### config.mk
export PLATFORM = sky130hd
export DESIGN_NAME = arm_pipe_ctrl_flat
export DESIGN_NICKNAME = d
export VERILOG_FILES = /design/src/rtl/arm_pkg.sv /design/src/rtl/arm_pipe_ctrl_if.sv /design/src/rtl/arm_hazard_detect.sv /design/src/rtl/arm_pipe_ctrl.sv /design/src/flat_wrapper.sv
export SDC_FILE = /design/constraint.sdc
export NUM_CORES = 1
export LEC_CHECK = 0
export BUFFER_PORTS_ARGS = -buffer_cell sky130_fd_sc_hd__buf_2
export CAP_MARGIN = 20
export CORE_ASPECT_RATIO = 1.4
export CORE_MARGIN = 1.5
export CORE_UTILIZATION = 40
export CTS_BUF_LIST = sky130_fd_sc_hd__clkbuf_8
export DETAILED_ROUTE_END_ITERATION = 10
export GPL_TIMING_DRIVEN = 0
export PLACE_DENSITY = 0.74
export SLEW_MARGIN = 20
export SYNTH_ARGS = -nofsm -noshare
export SYNTH_HDL_FRONTEND = slang
export SYNTH_SLANG_ARGS = --single-unit
### constraint.sdc
create_clock -name clk -period 2.5 [get_ports clk]
set_input_delay 0.25 -clock clk [delete_from_list [all_inputs] [get_ports clk]]
set_output_delay 0.25 -clock clk [all_outputs]
set_load 0.005 [all_outputs]
### src/rtl/arm_pkg.sv
// Shared types and constants for the ARM pipeline control path: forwarding
// select encodings, the SRAM wait FSM states and the NOP control word.
package arm_pkg;

    localparam logic [1:0] FWD_REG = 2'd0;
    localparam logic [1:0] FWD_MEM = 2'd1;
    localparam logic [1:0] FWD_WB  = 2'd2;

    typedef enum logic [1:0] {M_IDLE, M_WAIT, M_DONE} mem_state_t;

    typedef struct packed {
        logic       wb_en;
        logic       mem_read;
        logic       mem_write;
        logic [3:0] exe_cmd;
        logic       s_bit;
        logic       branch;
    } ctrl_word_t;

    // Loaded into ID/EXE when id_bubble is high.
    localparam ctrl_word_t NOP_CTRL = '0;

endpackage

### src/rtl/arm_pipe_ctrl_if.sv
// Hazard/stall signals exchanged between the core stages (master) and the
// pipeline control unit (slave).
interface arm_pipe_ctrl_if;
    logic [3:0] id_src1;
    logic [3:0] id_src2;
    logic       id_two_src;
    logic       id_uses_src1;
    logic [3:0] exe_dest;
    logic       exe_wb_en;
    logic       exe_mem_read;
    logic [3:0] mem_dest;
    logic       mem_wb_en;
    logic       mem_req;
    logic       sram_ready;
    logic       branch_taken;
    logic       freeze_front;
    logic       id_bubble;
    logic       flush_front;
    logic       freeze_all;
    logic [1:0] fwd_sel1;
    logic [1:0] fwd_sel2;

    modport master (
        output id_src1, id_src2, id_two_src, id_uses_src1, exe_dest, exe_wb_en,
               exe_mem_read, mem_dest, mem_wb_en, mem_req, sram_ready, branch_taken,
        input  freeze_front, id_bubble, flush_front, freeze_all, fwd_sel1, fwd_sel2
    );

    modport slave (
        input  id_src1, id_src2, id_two_src, id_uses_src1, exe_dest, exe_wb_en,
               exe_mem_read, mem_dest, mem_wb_en, mem_req, sram_ready, branch_taken,
        output freeze_front, id_bubble, flush_front, freeze_all, fwd_sel1, fwd_sel2
    );
endinterface

### src/rtl/arm_hazard_detect.sv
// Combinational source/dest compare for the ID instruction.
// ARM_FORWARDING_EN: only load-use counts as a hazard; otherwise any RAW match.
module arm_hazard_detect (
    input  logic [3:0] id_src1,
    input  logic [3:0] id_src2,
    input  logic       id_two_src,
    input  logic       id_uses_src1,
    input  logic [3:0] exe_dest,
    input  logic       exe_wb_en,
    input  logic       exe_mem_read,
    input  logic [3:0] mem_dest,
    input  logic       mem_wb_en,
    output logic       hazard,
    output logic       exe_match1,
    output logic       exe_match2,
    output logic       mem_match1,
    output logic       mem_match2
);
`ifdef ARM_FORWARDING_EN
    localparam bit FWD_ON = 1'b1;
`else
    localparam bit FWD_ON = 1'b0;
`endif

    logic load_use;
    logic any_match;

    always_comb begin
        exe_match1 = id_uses_src1 && exe_wb_en && (id_src1 == exe_dest);
        exe_match2 = id_two_src   && exe_wb_en && (id_src2 == exe_dest);
        mem_match1 = id_uses_src1 && mem_wb_en && (id_src1 == mem_dest);
        mem_match2 = id_two_src   && mem_wb_en && (id_src2 == mem_dest);
        // A load's result is not available for forwarding until it leaves MEM.
        load_use   = exe_mem_read && (exe_match1 || exe_match2);
        any_match  = exe_match1 || exe_match2 || mem_match1 || mem_match2;
        hazard     = load_use || (!FWD_ON && any_match);
    end
endmodule

### src/rtl/arm_pipe_ctrl.sv
// Pipeline control unit: freeze/flush/bubble from RAW hazards, taken branches
// and SRAM wait states; forwarding selects when ARM_FORWARDING_EN is defined.
module arm_pipe_ctrl
    import arm_pkg::*;
#(
    parameter int MEM_WAIT  = 4,
    parameter int USE_READY = 0,
    parameter int CNT_W     = 16
) (
    input  logic             clk,
    input  logic             rst,
    arm_pipe_ctrl_if.slave   pif,
    output logic [CNT_W-1:0] stall_cnt
);
`ifdef ARM_FORWARDING_EN
    localparam bit FWD_ON = 1'b1;
`else
    localparam bit FWD_ON = 1'b0;
`endif

    mem_state_t       state_q, state_d;
    logic [3:0]       wait_cnt_q, wait_cnt_d;
    logic [CNT_W-1:0] stall_cnt_q, stall_cnt_d;
    logic             frz_mem, mem_done;
    logic             hazard, exe_match1, exe_match2, mem_match1, mem_match2;
    logic [1:0]       fsel1, fsel2;

    arm_hazard_detect u_hd (
        .id_src1      (pif.id_src1),
        .id_src2      (pif.id_src2),
        .id_two_src   (pif.id_two_src),
        .id_uses_src1 (pif.id_uses_src1),
        .exe_dest     (pif.exe_dest),
        .exe_wb_en    (pif.exe_wb_en),
        .exe_mem_read (pif.exe_mem_read),
        .mem_dest     (pif.mem_dest),
        .mem_wb_en    (pif.mem_wb_en),
        .hazard       (hazard),
        .exe_match1   (exe_match1),
        .exe_match2   (exe_match2),
        .mem_match1   (mem_match1),
        .mem_match2   (mem_match2)
    );

    // The trigger cycle in M_IDLE is freeze cycle 0, so M_WAIT starts at count 1.
    always_comb begin
        state_d    = state_q;
        wait_cnt_d = wait_cnt_q;
        frz_mem    = 1'b0;
        mem_done   = (USE_READY != 0) ? pif.sram_ready : (wait_cnt_q == 4'(MEM_WAIT - 1));
        case (state_q)
            M_IDLE: if (pif.mem_req) begin
                frz_mem    = 1'b1;
                wait_cnt_d = 4'd1;
                state_d    = (USE_READY == 0 && MEM_WAIT == 1) ? M_DONE : M_WAIT;
            end
            M_WAIT: begin
                frz_mem    = 1'b1;
                wait_cnt_d = wait_cnt_q + 4'd1;
                if (mem_done) state_d = M_DONE;
            end
            M_DONE:  state_d = M_IDLE;
            default: state_d = M_IDLE;
        endcase
    end

    // MEM priority over WB: the EXE result is the younger write.
    always_comb begin
        fsel1 = exe_match1 ? FWD_MEM : (mem_match1 ? FWD_WB : FWD_REG);
        fsel2 = exe_match2 ? FWD_MEM : (mem_match2 ? FWD_WB : FWD_REG);
    end

    assign pif.freeze_all   = rst && frz_mem;
    assign pif.flush_front  = rst && !frz_mem && pif.branch_taken;
    assign pif.freeze_front = rst && !frz_mem && !pif.branch_taken && hazard;
    assign pif.id_bubble    = rst && !frz_mem && !pif.branch_taken && hazard;
    assign pif.fwd_sel1     = (rst && FWD_ON) ? fsel1 : FWD_REG;
    assign pif.fwd_sel2     = (rst && FWD_ON) ? fsel2 : FWD_REG;
    assign stall_cnt        = rst ? stall_cnt_q : '0;

    always_comb begin
        stall_cnt_d = stall_cnt_q;
        if ((pif.freeze_all || pif.freeze_front) && stall_cnt_q != '1)
            stall_cnt_d = stall_cnt_q + 1'b1;
    end

    always_ff @(posedge clk) begin
        if (!rst) begin
            state_q     <= M_IDLE;
            wait_cnt_q  <= '0;
            stall_cnt_q <= '0;
        end else begin
            state_q     <= state_d;
            wait_cnt_q  <= wait_cnt_d;
            stall_cnt_q <= stall_cnt_d;
        end
    end
endmodule

### src/flat_wrapper.sv
// flat-port wrapper written by rule: the top's interface ports become plain ports
module arm_pipe_ctrl_flat import arm_pkg::*;
#(
    parameter int MEM_WAIT  = 4,
    parameter int USE_READY = 0,
    parameter int CNT_W     = 16
)
  (clk, rst, stall_cnt, pif_id_src1, pif_id_src2, pif_id_two_src, pif_id_uses_src1, pif_exe_dest, pif_exe_wb_en, pif_exe_mem_read, pif_mem_dest, pif_mem_wb_en, pif_mem_req, pif_sram_ready, pif_branch_taken, pif_freeze_front, pif_id_bubble, pif_flush_front, pif_freeze_all, pif_fwd_sel1, pif_fwd_sel2);
  arm_pipe_ctrl_if pif_i ();
  input  logic clk;
  input  logic rst;
  output logic [CNT_W-1:0] stall_cnt;
  input wire logic [$bits(pif_i.id_src1)-1:0] pif_id_src1;
  input wire logic [$bits(pif_i.id_src2)-1:0] pif_id_src2;
  input wire logic [$bits(pif_i.id_two_src)-1:0] pif_id_two_src;
  input wire logic [$bits(pif_i.id_uses_src1)-1:0] pif_id_uses_src1;
  input wire logic [$bits(pif_i.exe_dest)-1:0] pif_exe_dest;
  input wire logic [$bits(pif_i.exe_wb_en)-1:0] pif_exe_wb_en;
  input wire logic [$bits(pif_i.exe_mem_read)-1:0] pif_exe_mem_read;
  input wire logic [$bits(pif_i.mem_dest)-1:0] pif_mem_dest;
  input wire logic [$bits(pif_i.mem_wb_en)-1:0] pif_mem_wb_en;
  input wire logic [$bits(pif_i.mem_req)-1:0] pif_mem_req;
  input wire logic [$bits(pif_i.sram_ready)-1:0] pif_sram_ready;
  input wire logic [$bits(pif_i.branch_taken)-1:0] pif_branch_taken;
  output wire logic [$bits(pif_i.freeze_front)-1:0] pif_freeze_front;
  output wire logic [$bits(pif_i.id_bubble)-1:0] pif_id_bubble;
  output wire logic [$bits(pif_i.flush_front)-1:0] pif_flush_front;
  output wire logic [$bits(pif_i.freeze_all)-1:0] pif_freeze_all;
  output wire logic [$bits(pif_i.fwd_sel1)-1:0] pif_fwd_sel1;
  output wire logic [$bits(pif_i.fwd_sel2)-1:0] pif_fwd_sel2;
  assign pif_i.id_src1 = pif_id_src1;
  assign pif_i.id_src2 = pif_id_src2;
  assign pif_i.id_two_src = pif_id_two_src;
  assign pif_i.id_uses_src1 = pif_id_uses_src1;
  assign pif_i.exe_dest = pif_exe_dest;
  assign pif_i.exe_wb_en = pif_exe_wb_en;
  assign pif_i.exe_mem_read = pif_exe_mem_read;
  assign pif_i.mem_dest = pif_mem_dest;
  assign pif_i.mem_wb_en = pif_mem_wb_en;
  assign pif_i.mem_req = pif_mem_req;
  assign pif_i.sram_ready = pif_sram_ready;
  assign pif_i.branch_taken = pif_branch_taken;
  assign pif_freeze_front = pif_i.freeze_front;
  assign pif_id_bubble = pif_i.id_bubble;
  assign pif_flush_front = pif_i.flush_front;
  assign pif_freeze_all = pif_i.freeze_all;
  assign pif_fwd_sel1 = pif_i.fwd_sel1;
  assign pif_fwd_sel2 = pif_i.fwd_sel2;
  arm_pipe_ctrl #(.MEM_WAIT(MEM_WAIT), .USE_READY(USE_READY), .CNT_W(CNT_W)) u_core (.clk(clk), .rst(rst), .pif(pif_i), .stall_cnt(stall_cnt));
endmodule
==> metrics <==
Setup TNS=0 ns; hold path depth=4; DRT iter0 DRCs=14; Mapped Cells=around 170; Peak VDD IR=slightly above 0.4 mV; GR Util All Layers=between 10% and 20%; Yosys reg bits=22; fillers=roughly 330; r2r endpoint=u_core.stall_cnt_q[5]; Critical Path Start Type=flop; CP Buf/Inv Count=0; gr ovfl total=0; post-route minimum period=approximately 2.2 ns; CTS tree=done; layout cells sized above 1=between 20 and 30%; post-synth cell types=34; Final Max Tran Viols=0; Slowest-stage cell, CP=dfxtp_1; total vias in the final route=between 1000 and 1500; Die W=approximately 52 um; Crit Path Max Fanout=7; Max clock buf depth=2; RSZ-0062 raised after global routing=no; number of synthesized flops with an enable pin=0; Routed Antenna Nets=0; Reg clk slew, reported paths=around 0.08 ns; CP Capture Type=flop; crit-path leading delay family=simple AND/OR/NAND/NOR gates; status=completed; area leader, netlist=dfxtp_1; wire per inst=between 10 and 15 um; Pleak=a little under 0.8 nW; Hold Path Sink=u_core.wait_cnt_q[3]; antenna violations before repair=0; drt total wl=between 2000 and 3000 um; largest net degree at the start of global routing=14; R2R cell count=7; H-tree depth=1; Post-CTS Setup Inserts=0; Fin. Hold Viols=0; max-cap violations=0; Port Buf Inserts=43; clock root buffer=clkbuf_8; Syn. warnings=0; final cell count without fillers=between 200 and 300; Avg Cell Area, Syn=roughly 8.1 um2; WP data arrival=2.34 ns; pre-CTS setup slack=~0.29 ns; total power=roughly 0.0008 W; Detailed Routing Iterations Pass 1=4; hold path start=pif_mem_req; Worst Setup Path Type=flop to flop; r2r setup slk=0.31 ns; most common cell after layout, fill and taps aside=buf_2; Post-DP HPWL=2351 um; Top Ports=50; top_reg_cell synth=dfxtp_1; die area=3761 um2; mapped cell area=around 1400 um2; Worst Hold Class=input pin to flop; fin crit share=between 80% and 90%; Core Box Area=approximately 3200 um2; design area=approximately 1700 um2; Initial Utilization=42.69%; Seq/Total Area, Yosys=about a third; worst skew pair latency=0.26 ns; first-pass GRT wire length=a little under 5000 um; number of inserted diodes=0; Async S/R FF share, synth=0%; Vias per Instance=roughly 5.2; P per Cell Area=around 470 nW/um2; placed insts=roughly 250; clk_skew=0.003434 ns; FP Rows=24; fin worst setup slack=about 0.31 ns; FF-to-FF Start=u_core.stall_cnt_q[0]; clock sinks=22; Inserted Clock Buffers=3; vias in the first global route=between 1000 and 1500; Area after DPL=1634 um2; most frequent cells in the layout=buf_2 (43), dfxtp_1 (22), nor2_1 (18), xor2_1 (12), and2_1 (11); final net count=247; CP Cell Sequence=ha_1 > nand2_1 > nor4_1 > a31oi_1 > o21ai_1 > nor3_1 > mux2_2; share of the synthesized area in the top cell type=about a third; die height=approximately 72 um; Critical Path RT=2.66 ns; Synth-to-Final Area Change=25.51%; hold buffers post-CTS=0; max incr delay on CP=around 0.41 ns; # setup viols final=0; global placement routability congestion=0.7832; ranking of synthesized cells by area=dfxtp_1 (32%), xor2_1 (7.7%), and2_1 (5.1%), nor2_1 (5.0%), mux2_2 (4.1%); CTS resizes=0; Post-route DRC=0; fmax=roughly 460 MHz
cells in the mapped netlist (5+ instances only):
cell type / n
nand4_1: 6
a21oi_1: 5
inv_1: 8
nor3_1: 8
and2_1: 11
nor2_1: 18
xor2_1: 12
dfxtp_1: 22
mux2_2: 5
buf_4: 5
nand3_1: 7
xnor2_1: 5
nand2_1: 10
per-layer routing:
| metal | GRT usage (%) | part of all wire (%) | vias to the layer above |
|---|---|---|---|
| li1 | - | - | 685 |
| met1 | 17.28 | 42 | 598 |
| met2 | 30.52 | 50 | 44 |
| met3 | 2.881 | 7.0 | 5 |
| met4 | 6.268 | 1.4 | 0 |
| met5 | 0 | 0 | - |
cells by family after synthesis:
| family | after synthesis | share of synthesized area [%] |
|---|---|---|
| mux | 9 | 7.090 |
| other cells | 1 | 0.2760 |
| xor+xnor | 17 | 10.96 |
| compound gates | 24 | 12.61 |
| buf+inv | 17 | 6.077 |
| flops | 22 | 32.41 |
| fa+ha+maj | 2 | 1.841 |
| simple gates | 76 | 28.73 |
per-stage QoR:
stage / hold WS [ns] / utilization (%)
detailed placement: 0.4614 / 51.34
finish: 0.2948 / 53.58
floorplan: 0.4180 / -
CTS: 0.2955 / 53.58
global placement: 0.4499 / 51.34
global route: 0.3162 / 53.58
sequential cells by signal (all words and copies together), names as in the netlist:
| signal | cells |
|---|---|
| u_core.stall_cnt_q | 16 |
| u_core.state_q | 2 |
| u_core.wait_cnt_q | 4 |
tightest hold or removal path: stages:
cell and delay (ns):
buf_2 0.09, nand2_1 0.05, nand3_1 0.07, a21oi_1 0.05
worst max-delay path by stage:
stage / startpoint / slack [ns] / to / depth (start not counted)
floorplan: u_core.stall_cnt_q[0] / 0.60 / u_core.stall_cnt_q[10] / 7
finish: u_core.stall_cnt_q[0] / 0.31 / u_core.stall_cnt_q[5] / 7
global route: u_core.stall_cnt_q[0] / 0.18 / u_core.stall_cnt_q[10] / 7
CTS: u_core.stall_cnt_q[0] / 0.32 / u_core.stall_cnt_q[10] / 7
global placement: pif_exe_dest[0] / 0.27 / u_core.stall_cnt_q[10] / 8
detailed placement: pif_id_src1[0] / 0.29 / u_core.stall_cnt_q[10] / 8
power by group:
group	internal, W	leakage (nW)	switching [W]
Combinational	0.0000499	0.576	0.0000569
Clock	0.000214	0.0357	0.000115
Sequential	0.000357	0.178	0.00000842
cell type report:
cell class                      instances  area [um2]  share of cell area (%)
Timing Repair Buffer                   43       215.2                   12.62
Sequential cell                        22       440.4                   25.83
Tap cell                               39       48.80                   2.861
Clock buffer                            3       41.29                   2.421
Multi-Input combinational cell        132       847.1                   49.67
Buffer                                  9       52.55                   3.081
Inverter                                8       30.03                   1.761
Clock inverter                          1       30.03                   1.761
(Power assumes the default switching activity.)
